$ cat src/rtl/vec_elem_sequencer_pkg.sv
// Shared encodings and default sizing for the vector element sequencer.
// Operand-B source codes and FSM state codes live here so every file agrees on them.
package vec_elem_sequencer_pkg;

    localparam int DEF_VLMAX = 32;
    localparam int DEF_ELEN  = 64;

    localparam logic [1:0] OPSRC_VV  = 2'd0;
    localparam logic [1:0] OPSRC_VX  = 2'd1;
    localparam logic [1:0] OPSRC_VI  = 2'd2;
    localparam logic [1:0] OPSRC_RSV = 2'd3;

    localparam logic [1:0] SEQ_IDLE  = 2'd0;
    localparam logic [1:0] SEQ_ISSUE = 2'd1;
    localparam logic [1:0] SEQ_DONE  = 2'd2;

endpackage

$ cat src/rtl/vec_elem_sequencer_if.sv
// Decode-side instruction handshake plus ALU-side element handshake of the sequencer.
// The slave modport is the sequencer's view; master is the decode/ALU environment.
interface vec_elem_sequencer_if
    import vec_elem_sequencer_pkg::*;
#(
    parameter int VLMAX = DEF_VLMAX,
    parameter int ELEN  = DEF_ELEN
);
    localparam int IDX_W = $clog2(VLMAX);
    localparam int VL_W  = $clog2(VLMAX) + 1;

    logic              instr_valid;
    logic              instr_ready;
    logic [1:0]        op_src;
    logic [4:0]        vs1;
    logic [4:0]        vs2;
    logic [4:0]        vd;
    logic [VL_W-1:0]   vl;
    logic [4:0]        simm5;
    logic [31:0]       scalar_in;
    logic              kill;

    logic              elem_valid;
    logic              elem_ready;
    logic [IDX_W-1:0]  elem_idx;
    logic [4:0]        vs1_reg;
    logic [4:0]        vs2_reg;
    logic [4:0]        vd_reg;
    logic              opb_sel;
    logic [ELEN-1:0]   opb_scalar;
    logic              elem_last;
    logic              done;
    logic              illegal;

    modport slave (
        input  instr_valid, op_src, vs1, vs2, vd, vl, simm5, scalar_in, kill, elem_ready,
        output instr_ready, elem_valid, elem_idx, vs1_reg, vs2_reg, vd_reg,
               opb_sel, opb_scalar, elem_last, done, illegal
    );

    modport master (
        output instr_valid, op_src, vs1, vs2, vd, vl, simm5, scalar_in, kill, elem_ready,
        input  instr_ready, elem_valid, elem_idx, vs1_reg, vs2_reg, vd_reg,
               opb_sel, opb_scalar, elem_last, done, illegal
    );

endinterface

$ cat src/rtl/vec_elem_sequencer_sign_ext_64.sv
// Broadcast operand generator: sign-extends the VX scalar or the VI immediate to 64 bits.
module sign_ext_64
    import vec_elem_sequencer_pkg::*;
(
    input  logic [1:0]  op_src,
    input  logic [4:0]  simm5,
    input  logic [31:0] scalar_in,
    output logic [63:0] value
);

    always_comb begin
        // NOTE: default first so every path assigns value and no latch is inferred.
        value = '0;
        case (op_src)
            OPSRC_VX: value = {{32{scalar_in[31]}}, scalar_in};
            OPSRC_VI: value = {{59{simm5[4]}}, simm5};
            default:  value = '0;
        endcase
    end

endmodule

$ cat src/rtl/vec_elem_sequencer.sv
// Per-instruction element sequencer: accepts one decoded OPIVV/OPIVX/OPIVI instruction
// and walks the element index 0..vl-1, one ALU handshake per element.
module vec_elem_sequencer
    import vec_elem_sequencer_pkg::*;
#(
    parameter int VLMAX = DEF_VLMAX,
    parameter int ELEN  = DEF_ELEN
)(
    input  logic clk,
    input  logic rst,
    vec_elem_sequencer_if.slave seq
);

    localparam int IDX_W = $clog2(VLMAX);
    localparam int VL_W  = $clog2(VLMAX) + 1;
    localparam logic [VL_W-1:0] VLMAX_V = VL_W'(VLMAX);

    logic [1:0]       state_q;
    logic [IDX_W-1:0] idx_q;
    logic [VL_W-1:0]  vl_eff_q;
    logic [4:0]       vs1_q, vs2_q, vd_q;
    logic             opb_sel_q;
    logic [ELEN-1:0]  opb_q;
    logic             done_q;
    logic             illegal_q;

    logic [ELEN-1:0]  bcast;
    logic [VL_W-1:0]  vl_clamp;
    logic             last;

    sign_ext_64 u_sign_ext (
        .op_src    (seq.op_src),
        .simm5     (seq.simm5),
        .scalar_in (seq.scalar_in),
        .value     (bcast)
    );

    assign vl_clamp = (seq.vl > VLMAX_V) ? VLMAX_V : seq.vl;

    // Decoded from registers only, so no input reaches these outputs combinationally.
    assign last = (state_q == SEQ_ISSUE) && ({1'b0, idx_q} == (vl_eff_q - VL_W'(1)));

    always_ff @(posedge clk) begin
        // NOTE: sequential state uses non-blocking assignments so all registers update together.
        if (rst) begin
            state_q   <= SEQ_IDLE;
            idx_q     <= '0;
            vl_eff_q  <= '0;
            vs1_q     <= '0;
            vs2_q     <= '0;
            vd_q      <= '0;
            opb_sel_q <= 1'b0;
            opb_q     <= '0;
            done_q    <= 1'b0;
            illegal_q <= 1'b0;
        end else begin
            done_q    <= 1'b0;
            illegal_q <= 1'b0;
            if (seq.kill) begin
                state_q <= SEQ_IDLE;
                idx_q   <= '0;
            end else begin
                case (state_q)
                    SEQ_IDLE: begin
                        if (seq.instr_valid) begin
                            vs1_q     <= seq.vs1;
                            vs2_q     <= seq.vs2;
                            vd_q      <= seq.vd;
                            vl_eff_q  <= vl_clamp;
                            opb_q     <= bcast;
                            opb_sel_q <= (seq.op_src != OPSRC_VV);
                            idx_q     <= '0;
                            // Reserved source and empty vectors skip straight to completion.
                            if (seq.op_src == OPSRC_RSV) begin
                                state_q   <= SEQ_DONE;
                                done_q    <= 1'b1;
                                illegal_q <= 1'b1;
                            end else if (vl_clamp == '0) begin
                                state_q <= SEQ_DONE;
                                done_q  <= 1'b1;
                            end else begin
                                state_q <= SEQ_ISSUE;
                            end
                        end
                    end
                    SEQ_ISSUE: begin
                        if (seq.elem_ready) begin
                            if (last) begin
                                state_q <= SEQ_DONE;
                                done_q  <= 1'b1;
                            end else begin
                                idx_q <= idx_q + 1'b1;
                            end
                        end
                    end
                    SEQ_DONE: state_q <= SEQ_IDLE;
                    default:  state_q <= SEQ_IDLE;
                endcase
            end
        end
    end

    assign seq.instr_ready = (state_q == SEQ_IDLE);
    assign seq.elem_valid  = (state_q == SEQ_ISSUE);
    assign seq.elem_last   = last;
    assign seq.elem_idx    = idx_q;
    assign seq.vs1_reg     = vs1_q;
    assign seq.vs2_reg     = vs2_q;
    assign seq.vd_reg      = vd_q;
    assign seq.opb_sel     = opb_sel_q;
    assign seq.opb_scalar  = opb_q;
    assign seq.done        = done_q;
    assign seq.illegal     = illegal_q;

endmodule

$ cat src/flat_wrapper.sv
// flat-port wrapper written by rule: the top's interface ports become plain ports
module vec_elem_sequencer_flat import vec_elem_sequencer_pkg::*;
#(
    parameter int VLMAX = DEF_VLMAX,
    parameter int ELEN  = DEF_ELEN
)
  (clk, rst, seq_instr_valid, seq_op_src, seq_vs1, seq_vs2, seq_vd, seq_vl, seq_simm5, seq_scalar_in, seq_kill, seq_elem_ready, seq_instr_ready, seq_elem_valid, seq_elem_idx, seq_vs1_reg, seq_vs2_reg, seq_vd_reg, seq_opb_sel, seq_opb_scalar, seq_elem_last, seq_done, seq_illegal);
  vec_elem_sequencer_if #(.VLMAX(VLMAX), .ELEN(ELEN)) seq_i ();
  input  logic clk;
  input  logic rst;
  input wire logic [$bits(seq_i.instr_valid)-1:0] seq_instr_valid;
  input wire logic [$bits(seq_i.op_src)-1:0] seq_op_src;
  input wire logic [$bits(seq_i.vs1)-1:0] seq_vs1;
  input wire logic [$bits(seq_i.vs2)-1:0] seq_vs2;
  input wire logic [$bits(seq_i.vd)-1:0] seq_vd;
  input wire logic [$bits(seq_i.vl)-1:0] seq_vl;
  input wire logic [$bits(seq_i.simm5)-1:0] seq_simm5;
  input wire logic [$bits(seq_i.scalar_in)-1:0] seq_scalar_in;
  input wire logic [$bits(seq_i.kill)-1:0] seq_kill;
  input wire logic [$bits(seq_i.elem_ready)-1:0] seq_elem_ready;
  output wire logic [$bits(seq_i.instr_ready)-1:0] seq_instr_ready;
  output wire logic [$bits(seq_i.elem_valid)-1:0] seq_elem_valid;
  output wire logic [$bits(seq_i.elem_idx)-1:0] seq_elem_idx;
  output wire logic [$bits(seq_i.vs1_reg)-1:0] seq_vs1_reg;
  output wire logic [$bits(seq_i.vs2_reg)-1:0] seq_vs2_reg;
  output wire logic [$bits(seq_i.vd_reg)-1:0] seq_vd_reg;
  output wire logic [$bits(seq_i.opb_sel)-1:0] seq_opb_sel;
  output wire logic [$bits(seq_i.opb_scalar)-1:0] seq_opb_scalar;
  output wire logic [$bits(seq_i.elem_last)-1:0] seq_elem_last;
  output wire logic [$bits(seq_i.done)-1:0] seq_done;
  output wire logic [$bits(seq_i.illegal)-1:0] seq_illegal;
  assign seq_i.instr_valid = seq_instr_valid;
  assign seq_i.op_src = seq_op_src;
  assign seq_i.vs1 = seq_vs1;
  assign seq_i.vs2 = seq_vs2;
  assign seq_i.vd = seq_vd;
  assign seq_i.vl = seq_vl;
  assign seq_i.simm5 = seq_simm5;
  assign seq_i.scalar_in = seq_scalar_in;
  assign seq_i.kill = seq_kill;
  assign seq_i.elem_ready = seq_elem_ready;
  assign seq_instr_ready = seq_i.instr_ready;
  assign seq_elem_valid = seq_i.elem_valid;
  assign seq_elem_idx = seq_i.elem_idx;
  assign seq_vs1_reg = seq_i.vs1_reg;
  assign seq_vs2_reg = seq_i.vs2_reg;
  assign seq_vd_reg = seq_i.vd_reg;
  assign seq_opb_sel = seq_i.opb_sel;
  assign seq_opb_scalar = seq_i.opb_scalar;
  assign seq_elem_last = seq_i.elem_last;
  assign seq_done = seq_i.done;
  assign seq_illegal = seq_i.illegal;
  vec_elem_sequencer #(.VLMAX(VLMAX), .ELEN(ELEN)) u_core (.clk(clk), .rst(rst), .seq(seq_i));
endmodule
$ cat config.mk
export PLATFORM = sky130hd
export DESIGN_NAME = vec_elem_sequencer_flat
export DESIGN_NICKNAME = d
export VERILOG_FILES = /design/src/rtl/vec_elem_sequencer_pkg.sv /design/src/rtl/vec_elem_sequencer_if.sv /design/src/rtl/vec_elem_sequencer_sign_ext_64.sv /design/src/rtl/vec_elem_sequencer.sv /design/src/flat_wrapper.sv
export SDC_FILE = /design/constraint.sdc
export NUM_CORES = 1
export LEC_CHECK = 0
export ABC_AREA = 1
export BUFFER_PORTS_ARGS = -buffer_cell sky130_fd_sc_hd__buf_2
export CAP_MARGIN = 10
export CORE_ASPECT_RATIO = 1.5
export CORE_MARGIN = 2
export CORE_UTILIZATION = 50
export DETAILED_ROUTE_END_ITERATION = 10
export PLACE_DENSITY = 0.82
export REMOVE_ABC_BUFFERS = 1
export SYNTH_ARGS = -nofsm -noshare
export SYNTH_HDL_FRONTEND = slang
export SYNTH_HIERARCHICAL = 1
export SYNTH_SLANG_ARGS = --single-unit
$ cat constraint.sdc
create_clock -name clk -period 6.82 [get_ports clk]
set_clock_uncertainty 0.1 [all_clocks]
set_input_delay 0.682 -clock clk [delete_from_list [all_inputs] [get_ports clk]]
set_output_delay 0.682 -clock clk [all_outputs]
set_load 0.02 [all_outputs]
==> results of run 1 <==
## metal layers
layer | routed length (um) | up-vias | GRT usage
met1 | 4310 | 1909 | 0.265
met2 | 5390 | 150 | 0.385
met4 | 170 | 0 | 0.0826
li1 | - | 2094 | -
met5 | 0 | - | 0
met3 | 879 | 17 | 0.0756
## synthesized netlist by cell type, drive strengths merged
cell | number | area share
nand3b | 1 | 0.0017
nor4 | 1 | 0.0014
dfxtp | 95 | 0.43
buf | 54 | 0.091
nand3 | 18 | 0.023
o31ai | 1 | 0.0029
a22oi | 3 | 0.0051
nand4 | 2 | 0.0029
ha | 4 | 0.011
a211oi | 1 | 0.0017
a21oi | 40 | 0.064
nor2 | 185 | 0.17
clkbuf | 12 | 0.010
nor3 | 1 | 0.0011
inv | 24 | 0.021
o21ai | 82 | 0.094
xnor2 | 2 | 0.0040
nand2 | 72 | 0.064
or2 | 1 | 0.0020
## power breakdown
part	leakage (nW)	internal, mW	switching [mW]	total, mW
Combinational	1.68	0.0778	0.157	0.235
Clock	0.150	0.322	0.206	0.528
Sequential	0.780	0.593	0.0206	0.614
## critical path, delay by kind of cell, from the launching register on
family        cells  cell delay, ns
simple gates      4            0.53
xor+xnor          1            0.14
buf+inv           3            0.37
flops             1            0.40
fa+ha+maj         1            0.33
## layout make-up
class,count,area [um2]
timing repair buffer,160,816
sequential,95,1900
tap,107,134
clock buffer,11,233
clock inverter,5,81.3
inverter,24,90.1
multi-input combinational,414,1950
fill,776,3260
## kinds of logic (layout without fill, tap and decap cells)
family                   count (synthesis)  in the layout  synth area share
AO/OA/AOI/OAI                          127            127             0.167
buffers and inverters                   90            200             0.122
XOR/XNOR                                 2              2           0.00400
AND/OR/NAND/NOR                        281            281             0.262
adder cells (fa/ha/maj)                  4              4            0.0114
flip-flops                              95             95             0.434
## worst max path at each step
stage | startpoint | to | cells after the start
2_1_floorplan | seq_op_src[0] | u_core/seq.opb_scalar[31]$_SDFFE_PP0P_ | 5
5_1_grt | u_core/state_q[1]$_SDFFE_PP0P_ | u_core/vl_eff_q[1]$_SDFFE_PP0P_ | 9
4_1_cts | u_core/state_q[1]$_SDFFE_PP0P_ | u_core/vl_eff_q[0]$_SDFFE_PP0P_ | 9
3_5_place_dp | seq_instr_valid | u_core/vl_eff_q[0]$_SDFFE_PP0P_ | 9
3_3_place_gp | seq_instr_valid | u_core/vl_eff_q[1]$_SDFFE_PP0P_ | 9
6_report | u_core/vl_eff_q[0]$_SDFFE_PP0P_ | seq_elem_last | 9
## through the flow
stage               area [um2]  power [mW]  hold WS, ns   util
finish                    5210        1.38        0.384  0.615
global route              5210        1.44        0.399  0.615
CTS                       5210        1.39        0.382  0.615
detailed placement        4890       0.860        0.373  0.578
global placement          4890       0.854        0.370  0.578
floorplan                 3940       0.772        0.352      -
==> metrics.yaml, run 1 <==
run_status:
  status: "completed"
detailed_routing:
  routedWlPerCell_um: 13.2
  vias: 4170
  dr.pass1.iters: 5
  antenna_left: 0
  viasPerCell: 5.11
  drt_iter0_markers: 255
  drcViolationCount: 0
  finalWirelength_mm: 10.7
floorplan:
  coreArea_um2: 8460
  die_area_um2: 9550
  row_count: 41
  die_h_um: 119
  io_pins: 155
  initial_core_util: 0.518
  die_w_um: 80.5
setup_path:
  worst_r2r_path_depth: 9
  rr_endpoint: "u_core/vl_eff_q[0]$_SDFFE_PP0P_"
  cp_max_fo: 7
  critical_path_class: "flip-flop to output port"
  crit_chain: "inv_1, ha_1, xnor2_1, nor2_1, nand2_1, nor2_1, nand3_2, inv_1, buf_2"
  startpoint_type: "flip-flop"
  reg2reg_slack_ns: 3.96
  worst_path_largest_cell_delay_ns: 0.40
  worstPathRequired_ns: 6.04
  crit_path_end_kind: "output port"
  slowest_stage: "dfxtp_1"
  r2r-start: "u_core/state_q[1]$_SDFFE_PP0P_"
  arrival_ns: 2.11
clock_network:
  cts_setup_buffers: 0
  postCtsHoldBufs: 0
  root_buffer: "clkbuf_16"
  worstSkewPairLatency_ns: 0.33
  cts_tree: "done"
  htreeDepth: 3
  clk_pin_slew_worst_paths_ns: 0.06
  cts_buffers: 9
  cts_max_path_buffers: 2
  cts-resized-gates: 0
  cts.sinks: 95
layout:
  num_antenna_cells: 0
  layout_commonest_cell: "nor2_1"
  area_growth_syn_to_layout_pct: 18.7
  fin_cells: 816
  fin_nets: 773
  drive_above_1_share: 0.300
  largest_register_ffs: 64
  final_cell_mix: "nor2_1, buf_2, dfxtp_1"
global_routing:
  antenna_found_initial: 0
  track_usage: 0.228
  grt_max_degree: 82
  grt-ovfl-total: 0
  grt_pass1_vias: 3949
  grt_pass1_wl_mm: 17.7
sta:
  fmax_ghz: 0.346
  setup_violations: 0
  rsz0062_at_grt: "no"
  worstMarginPinSlew_ns: 0.701
  setup_tns_ns: 0
  min_period_over_period: 0.424
  relSlewSlack: 0.533
  slew_viol_final: 0
  layout_setup_ws_ns: 3.93
  hold_violations: 0
  fin_crit_ns: 2.89
pwr:
  leakagePower_nw: 2.61
  vdd_drop_max_v: 0.000188
  pwr_density_cell_nw_per_um2: 264
min_path:
  hold_class: "flip-flop to flip-flop"
  hold_end: "u_core/seq.opb_sel$_SDFFE_PP0P_"
  hold_path_startpoint: "u_core/seq.opb_sel$_SDFFE_PP0P_"
  min_path_cells: 2
placement:
  io_buffers: 154
  dp.cells: 800
  place_congestion: 0.822
  pre_cts_ws_ns: 3.74
  place_hpwl_mm: 7.19
logic_synthesis:
  synth.avg_cell_area_um2: 7.32
  synth_cell_types: 29
  yosysSeqAreaShare: 0.434
  syn_inst: 599
  netlist_area_um2: 4380
  yosysWarnings: 6
  ys_ff_latch: 95
run:
  drv_cap: 0
Note: power is estimated with default switching activity, not from simulation.
==> run 2, diff against run 1 <==
==> constraint.sdc (replaced) <==
create_clock -name clk -period 3 [get_ports clk]
set_clock_uncertainty 0.1 [all_clocks]
set_input_delay 0.3 -clock clk [delete_from_list [all_inputs] [get_ports clk]]
set_output_delay 0.3 -clock clk [all_outputs]
set_load 0.02 [all_outputs]
==> run 2 against run 1 <==
  * Hold slack got worse by 0.30 ns
  * Register-to-register slack got worse by 2.9 ns
  * Sequential power rose by 130%
  * Core utilization fell by 0.24 points
  * Flip-flop and latch count did not move
  * Clock power rose by 99%
  * Global-route usage rose by 0.48 points
  * Via count fell by 0.46%
  * Non-clock buffer count rose by 1
  * Cell count rose by 0.12%
  * Final area fell by 0.38%
==> metrics.yaml, run 2 (synthesis gave the netlist of run 1 again) <==
detailed_routing:
  antenna_left: 0
  routedWlPerCell_um: 13.5
  vias: 4151
  finalWirelength_mm: 11.0
  drt_iter0_markers: 217
  viasPerCell: 5.08
  drcViolationCount: 0
  dr.pass1.iters: 5
clock_network:
  htreeDepth: 3
  root_buffer: "clkbuf_16"
  cts_tree: "done"
  cts_max_path_buffers: 2
  clk_pin_slew_worst_paths_ns: 0.07
  cts.sinks: 95
  worstSkewPairLatency_ns: 0.33
  cts_setup_buffers: 0
  postCtsHoldBufs: 0
  cts-resized-gates: 0
  cts_buffers: 9
placement:
  place_hpwl_mm: 7.43
  io_buffers: 154
  dp.cells: 801
  dpl_cell_area_um2: 4910
  place_congestion: 0.890
setup_path:
  worstPathRequired_ns: 2.60
  arrival_ns: 2.02
  critical_path_class: "flip-flop to output port"
  worst_r2r_path_depth: 14
  crit_path_end_kind: "output port"
  reg2reg_slack_ns: 1.06
  startpoint_type: "flip-flop"
  r2r-start: "u_core/vl_eff_q[0]$_SDFFE_PP0P_"
  rr_endpoint: "u_core/seq.elem_idx[4]$_SDFFE_PP0P_"
  cp_max_fo: 7
layout:
  seqCellArea_um2: 1900
  final_cell_mix: "nor2_1, buf_2, dfxtp_1"
  drive_above_1_share: 0.303
  num_antenna_cells: 0
  final_cell_area_um2: 5190
  nFillCells: 743
  multi_input_area_um2: 1950
  largest_register_ffs: 64
  area_growth_syn_to_layout_pct: 18.3
  fin_nets: 774
  layout_commonest_cell: "nor2_1"
  fin_cells: 817
global_routing:
  grt_pass1_vias: 4091
  grt-busiest-layer: "met2"
  antenna_found_initial: 0
  grt_max_degree: 81
  grt_use_met1: 0.249
  grt_use_met2: 0.414
  grtUsageMet3: 0.0824
  track_usage: 0.233
  grt-ovfl-total: 0
  grt_pass1_wl_mm: 17.9
floorplan:
  die_area_um2: 9550
  initial_core_util: 0.518
  coreArea_um2: 8460
  io_pins: 155
  row_count: 41
  die_h_um: 119
  die_w_um: 80.5
pwr:
  leakagePower_nw: 2.61
  power.total_mw: 2.98
  p_sw_frac: 0.298
  power_frac_seq: 0.467
  internal-power_mw: 2.10
  p_sw_uw: 888
  clkPwrFrac: 0.351
  vdd_drop_max_v: 0.000413
  pwr_density_cell_nw_per_um2: 575
  combPwrFrac: 0.182
sta:
  setup_tns_ns: 0
  setup_violations: 0
  slew_viol_final: 0
  worstMarginPinSlew_ns: 0.692
  hold_violations: 0
  relSlewSlack: 0.539
  rsz0062_at_grt: "no"
  fmax_ghz: 0.414
  min_period_over_period: 0.805
  fin_crit_ns: 2.42
min_path:
  min_path_cells: 3
  hold_path_startpoint: "seq_vd[2]"
  hold_end: "u_core/seq.vd_reg[2]$_SDFFE_PP0P_"
  hold_class: "input port to flip-flop"
run_status:
  status: "completed"
run:
  drv_cap: 0
==> run 2: cell types whose count changed in the layout (fill, tap and decap cells not counted) <==
cell / change
bufinv_16: -2
buf_12: +1
clkbuf_1: -1
clkinv_4: +3
clkinv_2: +1
clkinvlp_4: -1
==> run 2: power groups by stage <==
stage          Sequential [mW]  Combinational, mW  Clock (mW)
2_1_floorplan             1.52              0.238           0
3_3_place_gp              1.42              0.530           0
3_5_place_dp              1.42              0.543           0
4_1_cts                   1.39              0.544        1.08
5_1_grt                   1.40              0.597        1.13
6_report                  1.39              0.542        1.05
==> run 2: critical path, stage by stage (launching register included) <==
cell,delay [ns]
dfxtp_1,0.37
inv_1,0.12
ha_1,0.24
inv_1,0.06
nand2_1,0.06
nand2_1,0.07
nand2_1,0.04
nand2_1,0.07
nand2_1,0.05
nor2_1,0.16
nand3_2,0.18
inv_1,0.09
buf_2,0.16
==> run 2: worst max-delay path by stage <==
stage | depth (start not counted) | endpoint | startpoint
2_1_floorplan | 7 | u_core/vl_eff_q[1]$_SDFFE_PP0P_ | u_core/state_q[1]$_SDFFE_PP0P_
3_3_place_gp | 9 | seq_elem_last | u_core/vl_eff_q[0]$_SDFFE_PP0P_
3_5_place_dp | 9 | seq_elem_last | u_core/vl_eff_q[0]$_SDFFE_PP0P_
4_1_cts | 9 | seq_elem_last | u_core/vl_eff_q[0]$_SDFFE_PP0P_
5_1_grt | 9 | seq_elem_last | u_core/vl_eff_q[0]$_SDFFE_PP0P_
6_report | 12 | seq_elem_last | u_core/vl_eff_q[0]$_SDFFE_PP0P_
==> run 2: cell type report <==
type | count | area share
clock buffer | 10 | 0.0441
timing repair buffer | 161 | 0.161
clock inverter | 6 | 0.00869
multi-input combinational | 414 | 0.376
inverter | 24 | 0.0174
sequential | 95 | 0.367
tap | 107 | 0.0258
==> run 2: per-stage QoR <==
| stage | hold WS (ns) | setup slack, ns | util |
|---|---|---|---|
| 4_1_cts | 0.0726 | 0.585 | 0.613 |
| 3_5_place_dp | 0.377 | 0.969 | 0.580 |
| 2_1_floorplan | 0.269 | 0.164 | - |
| 5_1_grt | 0.0853 | 0.399 | 0.613 |
| 6_report | 0.0872 | 0.584 | 0.613 |
| 3_3_place_gp | 0.347 | 1.04 | 0.580 |
==> run 2: routing by layer <==
metal / vias to the layer above / share of wire
met4: 0 / 0.012
met1: 1881 / 0.39
met2: 163 / 0.50
met3: 13 / 0.097
met5: - / 0
li1: 2094 / -
